**src/rtl/mem_access_unit_if.sv**
```systemverilog
// mem_access_unit_if: request, register-file and byte-bus signals of the load/store unit
interface mem_access_unit_if;
    logic        req_valid;
    logic        req_ready;
    logic        req_store;
    logic [3:0]  req_reg;
    logic [15:0] req_addr;
    logic [3:0]  mem_index;
    logic [15:0] mem_store_data;
    logic [15:0] mem_load_data;
    logic        mem_load_en;
    logic        bus_req;
    logic        bus_we;
    logic [15:0] bus_addr;
    logic [7:0]  bus_wdata;
    logic [7:0]  bus_rdata;
    logic        bus_ack;
    logic        done;
    logic        err;
    modport master (
        input  req_valid, req_store, req_reg, req_addr, mem_store_data, bus_rdata, bus_ack,
        output req_ready, mem_index, mem_load_data, mem_load_en, bus_req, bus_we, bus_addr,
               bus_wdata, done, err
    );
    modport slave (
        output req_valid, req_store, req_reg, req_addr, mem_store_data, bus_rdata, bus_ack,
        input  req_ready, mem_index, mem_load_data, mem_load_en, bus_req, bus_we, bus_addr,
               bus_wdata, done, err
    );
endinterface

```
**src/rtl/mem_access_unit.sv**
```systemverilog
// mem_access_unit: moves a 16-bit register word to/from byte-wide memory in two bus beats
module mem_access_unit #(
    parameter bit          BIG_ENDIAN = 1'b0,
    parameter int unsigned TIMEOUT    = 255
) (
    input logic clk,
    input logic rst,
    mem_access_unit_if.master io
);
    typedef enum logic [1:0] {IDLE, BEAT0, BEAT1, FIN} state_t;
    state_t      state_q, state_d;
    logic        store_q, store_d;
    logic [3:0]  reg_q, reg_d;
    logic [15:0] addr_q, addr_d;
    logic [15:0] data_q, data_d;
    logic [7:0]  cnt_q, cnt_d;
    logic        err_q, err_d;
    logic        beat, lane_lo, fin, timed_out;
    always_comb begin
        state_d   = state_q;
        store_d   = store_q;
        reg_d     = reg_q;
        addr_d    = addr_q;
        data_d    = data_q;
        cnt_d     = cnt_q;
        err_d     = err_q;
        beat      = state_q == BEAT0 || state_q == BEAT1;
        lane_lo   = (state_q == BEAT0) != BIG_ENDIAN;
        fin       = state_q == FIN;
        timed_out = TIMEOUT != 0 && cnt_q == 8'(TIMEOUT - 1);
        case (state_q)
            IDLE: if (io.req_valid && !rst) begin
                store_d = io.req_store;
                reg_d   = io.req_reg;
                addr_d  = io.req_addr;
                data_d  = io.req_store && io.req_reg != 4'd0 ? io.mem_store_data : 16'h0000;
                cnt_d   = 8'd0;
                err_d   = 1'b0;
                state_d = BEAT0;
            end
            BEAT0, BEAT1: if (io.bus_ack) begin
                data_d  = store_q ? data_q :
                          lane_lo ? {data_q[15:8], io.bus_rdata} : {io.bus_rdata, data_q[7:0]};
                cnt_d   = 8'd0;
                state_d = state_q == BEAT0 ? BEAT1 : FIN;
            end else if (timed_out) begin
                err_d   = 1'b1;
                state_d = FIN;
            end else begin
                cnt_d   = cnt_q + 8'd1;
            end
            default: state_d = IDLE;
        endcase
    end
    always_ff @(posedge clk) begin
        if (rst) begin
            state_q <= IDLE;
            store_q <= 1'b0;
            reg_q   <= 4'd0;
            addr_q  <= 16'h0000;
            data_q  <= 16'h0000;
            cnt_q   <= 8'd0;
            err_q   <= 1'b0;
        end else begin
            state_q <= state_d;
            store_q <= store_d;
            reg_q   <= reg_d;
            addr_q  <= addr_d;
            data_q  <= data_d;
            cnt_q   <= cnt_d;
            err_q   <= err_d;
        end
    end
    assign io.req_ready     = state_q == IDLE && !rst;
    assign io.mem_index     = state_q == IDLE ? io.req_reg : reg_q;
    assign io.bus_req       = beat;
    assign io.bus_we        = beat && store_q;
    assign io.bus_addr      = state_q == BEAT0 ? addr_q : state_q == BEAT1 ? addr_q + 16'd1 : 16'h0000;
    assign io.bus_wdata     = beat && store_q ? (lane_lo ? data_q[7:0] : data_q[15:8]) : 8'h00;
    assign io.done          = fin;
    assign io.err           = fin && err_q;
    assign io.mem_load_en   = fin && !store_q && !err_q && reg_q != 4'd0;
    assign io.mem_load_data = io.mem_load_en ? data_q : 16'h0000;
endmodule
```
**src/flat_wrapper.sv**
```systemverilog
// flat-port wrapper written by rule: the top's interface ports become plain ports
module mem_access_unit_flat 
#(
    parameter bit          BIG_ENDIAN = 1'b0,
    parameter int unsigned TIMEOUT    = 255
)
  (clk, rst, io_req_valid, io_req_store, io_req_reg, io_req_addr, io_mem_store_data, io_bus_rdata, io_bus_ack, io_req_ready, io_mem_index, io_mem_load_data, io_mem_load_en, io_bus_req, io_bus_we, io_bus_addr, io_bus_wdata, io_done, io_err);
  mem_access_unit_if io_i ();
  input logic clk;
  input logic rst;
  input wire logic [$bits(io_i.req_valid)-1:0] io_req_valid;
  input wire logic [$bits(io_i.req_store)-1:0] io_req_store;
  input wire logic [$bits(io_i.req_reg)-1:0] io_req_reg;
  input wire logic [$bits(io_i.req_addr)-1:0] io_req_addr;
  input wire logic [$bits(io_i.mem_store_data)-1:0] io_mem_store_data;
  input wire logic [$bits(io_i.bus_rdata)-1:0] io_bus_rdata;
  input wire logic [$bits(io_i.bus_ack)-1:0] io_bus_ack;
  output wire logic [$bits(io_i.req_ready)-1:0] io_req_ready;
  output wire logic [$bits(io_i.mem_index)-1:0] io_mem_index;
  output wire logic [$bits(io_i.mem_load_data)-1:0] io_mem_load_data;
  output wire logic [$bits(io_i.mem_load_en)-1:0] io_mem_load_en;
  output wire logic [$bits(io_i.bus_req)-1:0] io_bus_req;
  output wire logic [$bits(io_i.bus_we)-1:0] io_bus_we;
  output wire logic [$bits(io_i.bus_addr)-1:0] io_bus_addr;
  output wire logic [$bits(io_i.bus_wdata)-1:0] io_bus_wdata;
  output wire logic [$bits(io_i.done)-1:0] io_done;
  output wire logic [$bits(io_i.err)-1:0] io_err;
  assign io_i.req_valid = io_req_valid;
  assign io_i.req_store = io_req_store;
  assign io_i.req_reg = io_req_reg;
  assign io_i.req_addr = io_req_addr;
  assign io_i.mem_store_data = io_mem_store_data;
  assign io_i.bus_rdata = io_bus_rdata;
  assign io_i.bus_ack = io_bus_ack;
  assign io_req_ready = io_i.req_ready;
  assign io_mem_index = io_i.mem_index;
  assign io_mem_load_data = io_i.mem_load_data;
  assign io_mem_load_en = io_i.mem_load_en;
  assign io_bus_req = io_i.bus_req;
  assign io_bus_we = io_i.bus_we;
  assign io_bus_addr = io_i.bus_addr;
  assign io_bus_wdata = io_i.bus_wdata;
  assign io_done = io_i.done;
  assign io_err = io_i.err;
  mem_access_unit #(.BIG_ENDIAN(BIG_ENDIAN), .TIMEOUT(TIMEOUT)) u_core (.clk(clk), .rst(rst), .io(io_i));
endmodule
```
**config.mk**
```make
export PLATFORM = sky130hd
export DESIGN_NAME = mem_access_unit_flat
export DESIGN_NICKNAME = d
export VERILOG_FILES = /design/src/rtl/mem_access_unit_if.sv /design/src/rtl/mem_access_unit.sv /design/src/flat_wrapper.sv
export SDC_FILE = /design/constraint.sdc
export NUM_CORES = 1
export LEC_CHECK = 0
export BUFFER_PORTS_ARGS = -buffer_cell sky130_fd_sc_hd__buf_2
export CORE_MARGIN = 2
export CORE_UTILIZATION = 55
export CTS_CLUSTER_SIZE = 12
export DETAILED_ROUTE_END_ITERATION = 12
export HOLD_SLACK_MARGIN = 0.02
export PLACE_DENSITY = 0.84
export REMOVE_ABC_BUFFERS = 1
export SETUP_SLACK_MARGIN = 0.15
export SLEW_MARGIN = 10
export SYNTH_ARGS = -nofsm -noshare
export SYNTH_HDL_FRONTEND = slang
export SYNTH_SLANG_ARGS = --single-unit
```
**constraint.sdc**
```tcl
create_clock -name clk -period 5.3 [get_ports clk]
set_clock_uncertainty 0.05 [all_clocks]
set_input_delay 0.265 -clock clk [delete_from_list [all_inputs] [get_ports clk]]
set_output_delay 0.265 -clock clk [all_outputs]
set_load 0.05 [all_outputs]
```
==> results.yml, run 1 <==
setup_path:
  reg2reg_from: "u_core.state_q[0]"
  worstPathRequired_ns: 4.99
  crit_end: "io_bus_addr[13]"
  end_kind: "primary output"
  cp.arrival_ns: 2.54
  timing.rr.end: "u_core.data_q[7]"
  critPathLaunchType: "flip-flop"
  crit_fanout: 20
  r2r_cells: 6
  crit_path_start: "u_core.state_q[1]"
  r2r_slack_ns: 2.58
  worstSetupPathType: "reg2out"
sta:
  tns_ns: 0
  drv_slew: 0
  period_share_pct: 53.83
  maxClockFrequency_mhz: 350.5
  max_slew_margin_pct: 33.70
  worst_pin_slew_ns: 0.9902
  period_minus_slack_ns: 2.853
  rsz0062_at_grt: "false"
  setup_viol: 0
  hold_viol: 0
drt:
  via_per_inst: 6.102
  ant_nets: 0
  drtIter0Drc: 287
  vias: 3234
  wl_per_cell_um: 15.19
  routed_wirelength_mm: 8.050
  drc: 0
  firstDrtPassIters: 5
run_status:
  status: "finished, final reports clean"
floorplan:
  design.portCount: 99
  rows: 26
  start_util_pct: 57.72
  dieWidth_um: 77.68
  die_y_um: 77.68
  die-area_mm2: 0.006033
  core_mm2: 0.005172
synthesis:
  synthAdderAreaFrac_pct: 3.353
  synth_simple_gate_area_share_pct: 29.34
  netlist_instances: 382
  synth_xor_area_share_pct: 0
  synth-compound-area-share_pct: 24.31
  muxShareOfSynthArea_pct: 4.526
  synth.most_common_cell: "nand2_1"
  syn-mean-instance-area_um2: 7.815
  syn_area_mm2: 0.002985
  synth_edf_count: 0
  netlist.area_leader.share_pct: 32.19
  ys_async_sr_fraction_pct: 0
  seq_area_frac_synth_pct: 32.19
  synth_warnings: 0
  synthFlopType: "dfxtp_1"
  synthTopCellsByCount: "59 x nand2_1, 48 x dfxtp_1, 31 x nand3_1"
  synth_top_family_by_area: "simple AND/OR/NAND/NOR gates"
  ys_ff_latch: 48
  synth_cell_types: 50
  yosys-top-cells-area: "dfxtp_1 32%, nand2_1 7.4%, nand3_1 5.2%"
  yosys.area.top_type: "dfxtp_1"
power_and_ir_drop:
  leakagePower_nw: 1.533
  vdd_drop_max_v: 0.0002764
  power_density_mw_per_mm2: 486.0
  total_power_mw: 1.715
min_path:
  min_path_type: "in2reg"
  hold_start: "io_req_addr[6]"
  min_path_cells: 3
clock_tree:
  clock_latency_ns: 0.30
  cts_buffer_depth: 2
  holdBufCountCts: 0
  numCtsBuffers: 5
  postCtsSetupRepairBufs: 0
  post_cts_resized: 0
  cts_tree: "yes"
  clockRootBuffer: "clkbuf_8"
  cts-htree-levels: 2
  cts_sinks: 48
  path_clk_slew_ns: 0.08
cells_and_area:
  antennaDiodeCount: 0
  nNetsFinal: 517
  syn_to_final_growth_pct: 18.19
  drive_gt1_share_pct: 26.09
grt:
  grt_pass1_wl_mm: 13.24
  grt_pass1_vias: 2910
  grt_max_degree: 35
  antenna_found_initial: 0
  grt_overflow: 0
  grt_usage_pct: 26.72
job:
  drv_cap: 0
place:
  routabilityCongestion: 0.8632
  dp_hpwl_mm: 5.686
  io_buffers: 98
==> final cells by class <==
type                       count  area (um2)
sequential                    48       960.9
fill                         453        1644
multi-input combinational    297        1852
timing repair buffer          99       498.0
clock buffer                   7       96.34
tap                           70       87.58
inverter                       9       33.78
==> worst min path at each step <==
stage | endpoint | slack [ns]
floorplan | u_core.cnt_q[0] | 0.28
global placement | u_core.addr_q[14] | 0.40
detailed placement | u_core.addr_q[10] | 0.40
CTS | u_core.addr_q[9] | 0.09
global route | u_core.addr_q[6] | 0.09
finish | u_core.addr_q[6] | 0.09
==> power by group <==
group	switching, mW	internal (mW)	leakage (nW)	total (mW)
registers	0.0966	0.462	0.394	0.558
clock network	0.118	0.116	0.0503	0.234
logic	0.632	0.290	1.09	0.922
==> worst max-delay path, cell delays in order (launching register included) <==
cell and delay [ns]:
dfxtp_1 0.39, inv_1 0.10, ha_1 0.41, or3b_4 0.51
or4b_1 0.50, nand2_1 0.07, buf_2 0.25
==> placed cells by master, fill, tap and decap left out, types with 6 or more instances in the layout <==
master and count:
buf_2 98, nand2_1 59, dfxtp_1 48, nand3_1 31, a21oi_1 29, o21ai_0 22, and2_1 21, a211oi_1 17
nor2_1 11, mux2i_1 9, inv_1 8, a32oi_1 8, a22oi_1 8, ha_1 8, or4_1 7, clkbuf_8 7
a31oi_1 6, nor3_1 6
==> logic make-up after synthesis <==
| group | count (synthesis) |
|---|---|
| and+or+nand+nor | 166 |
| AOI/OAI and AO/OA | 110 |
| DFF | 48 |
| buffers and inverters | 37 |
| muxes | 13 |
| adders and majority gates | 8 |
==> metal layers <==
metal	global-route usage (%)	up-vias	share of wire, %
met5	0	-	0
met4	12.32	0	2.3
met3	5.930	24	7.5
met2	43.19	147	48
met1	33.82	1496	43
li1	-	1567	-
==> through the flow <==
step	instances	worst slack, ns	util, %	cell area (um2)	hold WS [ns]
2_1_floorplan	354	1.065	-	2831	0.2841
3_3_place_gp	523	2.792	66.18	3423	0.4018
3_5_place_dp	523	2.677	66.18	3423	0.4043
4_1_cts	530	2.453	68.05	3520	0.09047
5_1_grt	530	2.278	68.21	3528	0.08734
6_report	530	2.447	68.21	3528	0.09164
==> flip-flops by register name, summed over array words and instances, names as in the netlist <==
register,flops
u_core.addr_q,16
u_core.reg_q,4
u_core.store_q,1
u_core.cnt_q,8
u_core.data_q,16
u_core.err_q,1
u_core.state_q,2
(Power assumes the default switching activity.)
==> run 2, diff against run 1 <==
--- a/config.mk
+++ b/config.mk
@@ -5,13 +5,14 @@
 export SDC_FILE = /design/constraint.sdc
 export NUM_CORES = 1
 export LEC_CHECK = 0
+export ABC_AREA = 1
 export BUFFER_PORTS_ARGS = -buffer_cell sky130_fd_sc_hd__buf_2
 export CORE_MARGIN = 2
-export CORE_UTILIZATION = 55
+export CORE_UTILIZATION = 46
 export CTS_CLUSTER_SIZE = 12
 export DETAILED_ROUTE_END_ITERATION = 12
 export HOLD_SLACK_MARGIN = 0.02
-export PLACE_DENSITY = 0.84
+export PLACE_DENSITY = 0.74
 export REMOVE_ABC_BUFFERS = 1
 export SETUP_SLACK_MARGIN = 0.15
 export SLEW_MARGIN = 10
==> constraint.sdc (replaced) <==
create_clock -name clk -period 2.5 [get_ports clk]
set_clock_uncertainty 0.05 [all_clocks]
set_input_delay 0.125 -clock clk [delete_from_list [all_inputs] [get_ports clk]]
set_output_delay 0.125 -clock clk [all_outputs]
set_load 0.05 [all_outputs]
==> results.yml, run 2 <==
sta:
  rsz0062_at_grt: "false"
  setup_viol: 0
  period_minus_slack_ns: 2.227
  drv_slew: 0
  hold_viol: 0
  maxClockFrequency_mhz: 449.0
  max_slew_margin_pct: 44.04
  worst_slack_ns: 0.2728
  period_share_pct: 89.09
  worst_pin_slew_ns: 0.8385
floorplan:
  rows: 29
  design.portCount: 99
  die-area_mm2: 0.007316
  core_mm2: 0.006386
  start_util_pct: 47.88
  die_y_um: 85.54
  dieWidth_um: 85.54
synthesis:
  synth_edf_count: 0
  netlist.area_leader.share_pct: 31.42
  yosys.area.top_type: "dfxtp_1"
  yosys-top-cells-area: "dfxtp_1 31%, nand2_1 14%, nor2_1 11%"
  ys_async_sr_fraction_pct: 0
  synthFlopType: "dfxtp_1"
  syn_area_mm2: 0.003058
  synth_cell_types: 29
  synthTopCellsByCount: "116 x nand2_1, 92 x nor2_1, 63 x inv_1"
  netlist_instances: 513
  seq_area_frac_synth_pct: 31.42
  synth_warnings: 0
  synth.most_common_cell: "nand2_1"
  ys_ff_latch: 48
  syn-mean-instance-area_um2: 5.961
setup_path:
  end_kind: "primary output"
  cp.arrival_ns: 2.05
  crit_fanout: 5
  critPathLaunchType: "flip-flop"
  worstSetupPathType: "reg2out"
  worstPathRequired_ns: 2.33
grt:
  use_met2_pct: 42.90
  grt_max_degree: 47
  grt_pass1_wl_mm: 14.45
  grt_overflow: 0
  grt_usage_pct: 24.01
  antenna_found_initial: 0
  grt_pass1_vias: 3303
  grt_busiest_layer: "met2"
  grt_use_met1_pct: 30.39
  use_met3_pct: 3.272
place:
  routabilityCongestion: 0.9228
  io_buffers: 98
  dp_slack_ns: 0.3398
  place_inst: 675
  dp_hpwl_mm: 6.240
drt:
  wl_per_cell_um: 12.52
  drc: 0
  vias: 3559
  via_per_inst: 5.143
  routed_wirelength_mm: 8.664
  ant_nets: 0
  firstDrtPassIters: 4
  drtIter0Drc: 190
cells_and_area:
  layout_commonest_cell: "nand2_1"
  nNetsFinal: 671
  layout_common_cells: "116 x nand2_1, 94 x buf_2, 92 x nor2_1"
  drive_gt1_share_pct: 21.63
  utilization_pct: 59.62
  antennaDiodeCount: 0
  largest_registers: "u_core.addr_q: 16 flops, u_core.data_q: 16 flops, u_core.cnt_q: 8 flops"
  fillerInstances: 622
  syn_to_final_growth_pct: 24.51
  instances_no_fill: 692
clock_tree:
  cts_tree: "yes"
  clock_latency_ns: 0.31
  path_clk_slew_ns: 0.09
  cts_sinks: 48
  clockRootBuffer: "clkbuf_8"
  cts-htree-levels: 2
  numCtsBuffers: 5
  cts_buffer_depth: 2
job:
  drv_cap: 0
power_and_ir_drop:
  vdd_drop_max_v: 0.0005110
  power_density_mw_per_mm2: 1054
  leakagePower_nw: 1.903
run_status:
  status: "finished, final reports clean"
min_path:
  min_path_type: "in2reg"
## run 2: changes by cell type after synthesis, sizes merged, moves of 7 or more
cell,delta
nand3,+9
o21ai,+38
inv,+63
a32oi,-8
and2,-21
a211oi,-17
nor2,+87
a21oi,+8
mux2i,-9
clkbuf,-9
or4,-7
a22oi,-7
nand2,+59
## run 2: path summary, 6_finish.rpt
kind              cells past startpoint  slack (ns)                to               from
setup reg to reg                      7        0.44  u_core.addr_q[3]  u_core.state_q[0]
setup / recovery                      8        0.27   io_bus_addr[12]   u_core.addr_q[0]
hold / removal                        3        0.06  u_core.addr_q[8]     io_req_addr[8]
hold reg to reg                       2        0.43   u_core.reg_q[3]    u_core.reg_q[3]
## run 2: per-stage QoR
step	area (um2)	hold WS [ns]	TNS [ns]	total power, mW
CTS	3797	0.05360	0	3.991
detailed placement	3596	0.2785	0	3.371
global route	3807	0.08365	0	4.340
floorplan	2987	0.1441	-4.154	2.832
global placement	3596	0.2750	0	3.326
finish	3807	0.05703	0	4.013
## run 2: final cells by class
| cell class | count | area [um2] | share of cell area [%] |
|---|---|---|---|
| Timing Repair Buffer | 110 | 605.6 | 15.91 |
| Clock buffer | 5 | 68.82 | 1.807 |
| Tap cell | 77 | 96.34 | 2.530 |
| Inverter | 71 | 271.5 | 7.131 |
| Sequential cell | 48 | 960.9 | 25.24 |
| Clock inverter | 3 | 42.54 | 1.117 |
| Multi-Input combinational cell | 378 | 1762 | 46.27 |
## run 2: cells by family (layout without fill, tap and decap cells)
group | after synthesis | in the layout | share of synthesized area (%)
AO/OA/AOI/OAI | 103 | 103 | 17.31
flip-flops | 48 | 48 | 31.42
adder cells (fa/ha/maj) | 8 | 8 | 3.273
buffers and inverters | 87 | 189 | 11.13
AND/OR/NAND/NOR | 267 | 267 | 36.87
## run 2: worst max-delay path, stage by stage (launching register included)
cell and delay, ns:
dfxtp_1 0.43, ha_1 0.20, nand2_1 0.09, nor2_1 0.23, nand4_1 0.22, nor2_1 0.17
nor2_1 0.05, nor2_1 0.10, buf_2 0.27
## run 2: repair_timing
item | CTS | global route
buffers inserted | 3 | 0
setup endpoints to repair | 9 | 23
hold buffers | 6 | 0
gates resized for setup | 3 | 5
endpoints found under the hold margin | 6 | 0
## run 2: routing by layer
metal | part of all wire (%) | up-vias
met1 | 45 | 1595
li1 | - | 1830
met5 | 0 | -
met2 | 48 | 123
met4 | 1.3 | 0
met3 | 6.0 | 11
## run 2: power by group
group          internal [mW]  switching (mW)
Clock                  0.296           0.274
Sequential             0.998           0.176
Combinational          0.647            1.62
==> run 3, diff against run 2 <==
--- a/config.mk
+++ b/config.mk
@@ -8,14 +8,14 @@
 export ABC_AREA = 1
 export BUFFER_PORTS_ARGS = -buffer_cell sky130_fd_sc_hd__buf_2
 export CORE_MARGIN = 2
-export CORE_UTILIZATION = 46
+export CORE_UTILIZATION = 51
 export CTS_CLUSTER_SIZE = 12
 export DETAILED_ROUTE_END_ITERATION = 12
 export HOLD_SLACK_MARGIN = 0.02
-export PLACE_DENSITY = 0.74
+export PLACE_DENSITY = 0.78
 export REMOVE_ABC_BUFFERS = 1
 export SETUP_SLACK_MARGIN = 0.15
-export SLEW_MARGIN = 10
+export SLEW_MARGIN = 5
 export SYNTH_ARGS = -nofsm -noshare
 export SYNTH_HDL_FRONTEND = slang
 export SYNTH_SLANG_ARGS = --single-unit
==> constraint.sdc (replaced) <==
create_clock -name clk -period 2.4 [get_ports clk]
set_clock_uncertainty 0.05 [all_clocks]
set_input_delay 0.12 -clock clk [delete_from_list [all_inputs] [get_ports clk]]
set_output_delay 0.12 -clock clk [all_outputs]
set_load 0.05 [all_outputs]
==> results.yml, run 3 (synthesis gave the netlist of run 2 again) <==
run_status:
  status: "finished, final reports clean"
setup_path:
  crit_fanout: 10
  path_cells: "inv_1, ha_4, inv_4, nand2_1, inv_2, o21ai_0, a22oi_1, buf_4"
  cp.arrival_ns: 1.96
  critPathMaxStageDelay_ns: 0.38
  critPathBufInv: 4
  worstSetupPathType: "reg2out"
  worstPathRequired_ns: 2.23
  critPathLaunchType: "flip-flop"
  cp_slowest_cell: "dfxtp_1"
  r2r_cells: 7
  crit_family: "buffers and inverters"
  cp_num_cells: 8
  end_kind: "primary output"
sta:
  rsz0062_at_grt: "true"
  hold_viol: 0
  period_minus_slack_ns: 2.127
  fin_hold_ws_ns: 0.05116
  max_slew_margin_pct: 44.76
  setup_viol: 0
  maxClockFrequency_mhz: 470.1
  worst_pin_slew_ns: 0.8277
  period_share_pct: 88.64
  drv_slew: 0
power_and_ir_drop:
  leakagePower_nw: 1.886
  power_density_mw_per_mm2: 1082
  vdd_drop_max_v: 0.0004295
floorplan:
  design.portCount: 99
  rows: 28
  core_mm2: 0.005851
  die_y_um: 81.44
  die-area_mm2: 0.006632
  start_util_pct: 52.27
  dieWidth_um: 81.44
grt:
  antenna_found_initial: 0
  grt_max_degree: 47
  grt_overflow: 0
  grt_usage_pct: 26.15
  grt_pass1_vias: 3165
  grt_pass1_wl_mm: 13.77
cells_and_area:
  layout_common_cells: "116 x nand2_1, 88 x nor2_1, 88 x buf_2"
  fillerInstances: 559
  layout_commonest_cell: "nand2_1"
  postLayoutCellArea_mm2: 0.003817
  largest_registers: "u_core.addr_q: 16 flops, u_core.data_q: 16 flops, u_core.cnt_q: 8 flops"
  syn_to_final_growth_pct: 24.84
  drive_gt1_share_pct: 22.02
  nNetsFinal: 669
  antennaDiodeCount: 0
place:
  io_buffers: 98
  placed_area_mm2: 0.003601
  dp_hpwl_mm: 6.202
  routabilityCongestion: 0.9053
drt:
  drtIter0Drc: 173
  firstDrtPassIters: 6
  routed_wirelength_mm: 8.589
  vias: 3532
  ant_nets: 0
  wl_per_cell_um: 12.48
  via_per_inst: 5.134
  drc: 0
clock_tree:
  cts-htree-levels: 2
  numCtsBuffers: 5
  clock_latency_ns: 0.30
  clockRootBuffer: "clkbuf_8"
  cts_tree: "yes"
  cts_sinks: 48
  cts_buffer_depth: 2
  path_clk_slew_ns: 0.09
job:
  drv_cap: 0
min_path:
  min_path_type: "in2reg"
  min_path_cells: 3
## run 3: cell types whose count changed in the layout (fill, tap and decap cells not counted), moves of 3 or more
| cell | previous run | this run |
|---|---|---|
| buf_2 | 94 | 88 |
| nor2_1 | 92 | 88 |
| nor2_2 | 3 | 7 |
| buf_4 | 8 | 11 |
## run 3: metrics by stage
stage / TNS [ns] / utilization (%) / worst slack [ns] / cells / power, mW
2_1_floorplan: -6.685 / - / -0.3555 / 497 / 2.950
6_report: 0 / 65.25 / 0.2727 / 688 / 4.129
3_3_place_gp: 0 / 61.55 / 0.3480 / 674 / 3.477
5_1_grt: 0 / 65.25 / 0.1061 / 688 / 4.489
4_1_cts: 0 / 64.29 / 0.1526 / 688 / 4.038
3_5_place_dp: 0 / 61.55 / 0.3208 / 674 / 3.518
## run 3: final timing paths
path | slack [ns] | end | start
setup / recovery | 0.27 | io_bus_addr[5] | u_core.state_q[1]
hold / removal | 0.05 | u_core.addr_q[7] | io_req_addr[7]
setup reg to reg | 0.44 | u_core.addr_q[3] | u_core.state_q[1]
hold reg to reg | 0.45 | u_core.reg_q[1] | u_core.reg_q[1]
## run 3: final cells by class
type / count / area [um2] / share of cell area [%]
Clock buffer: 8 / 90.09 / 2.360
Inverter: 71 / 274.0 / 7.178
Multi-Input combinational cell: 378 / 1792 / 46.94
Sequential cell: 48 / 962.2 / 25.20
Tap cell: 75 / 93.84 / 2.458
Timing Repair Buffer: 108 / 605.6 / 15.86
## run 3: repair_timing
| item | 4_1_cts | 5_1_grt |
|---|---|---|
| hold endpoints to repair | 6 | 0 |
| buffers inserted | 0 | 0 |
| setup endpoints to repair | 14 | 36 |
| gates cloned | 0 | 0 |
| gates resized for setup | 5 | 22 |
| pin swaps | 0 | 0 |
| hold buffers | 6 | 0 |
## run 3: worst reg2reg max path, stage by stage, from the launching register on
cell,delay (ns)
dfxtp_1,0.38
inv_1,0.13
ha_4,0.22
inv_1,0.09
nor2_1,0.06
inv_1,0.60
o21ai_0,0.19
a21oi_1,0.16
## run 3: metal layers
| metal | vias to the layer above | global-route usage, % | wire length (um) |
|---|---|---|---|
| li1 | 1824 | - | - |
| met1 | 1571 | 32.27 | 3693 |
| met2 | 125 | 46.23 | 4256 |
| met3 | 12 | 5.055 | 537 |
| met4 | 0 | 7.288 | 102 |
| met5 | - | 0 | 0 |
## run 3: power by group
part / internal [mW] / switching [mW] / total [mW]
Sequential: 1.04 / 0.181 / 1.22
Combinational: 0.702 / 1.70 / 2.40
Clock: 0.236 / 0.267 / 0.502
Total: 1.98 / 2.15 / 4.13
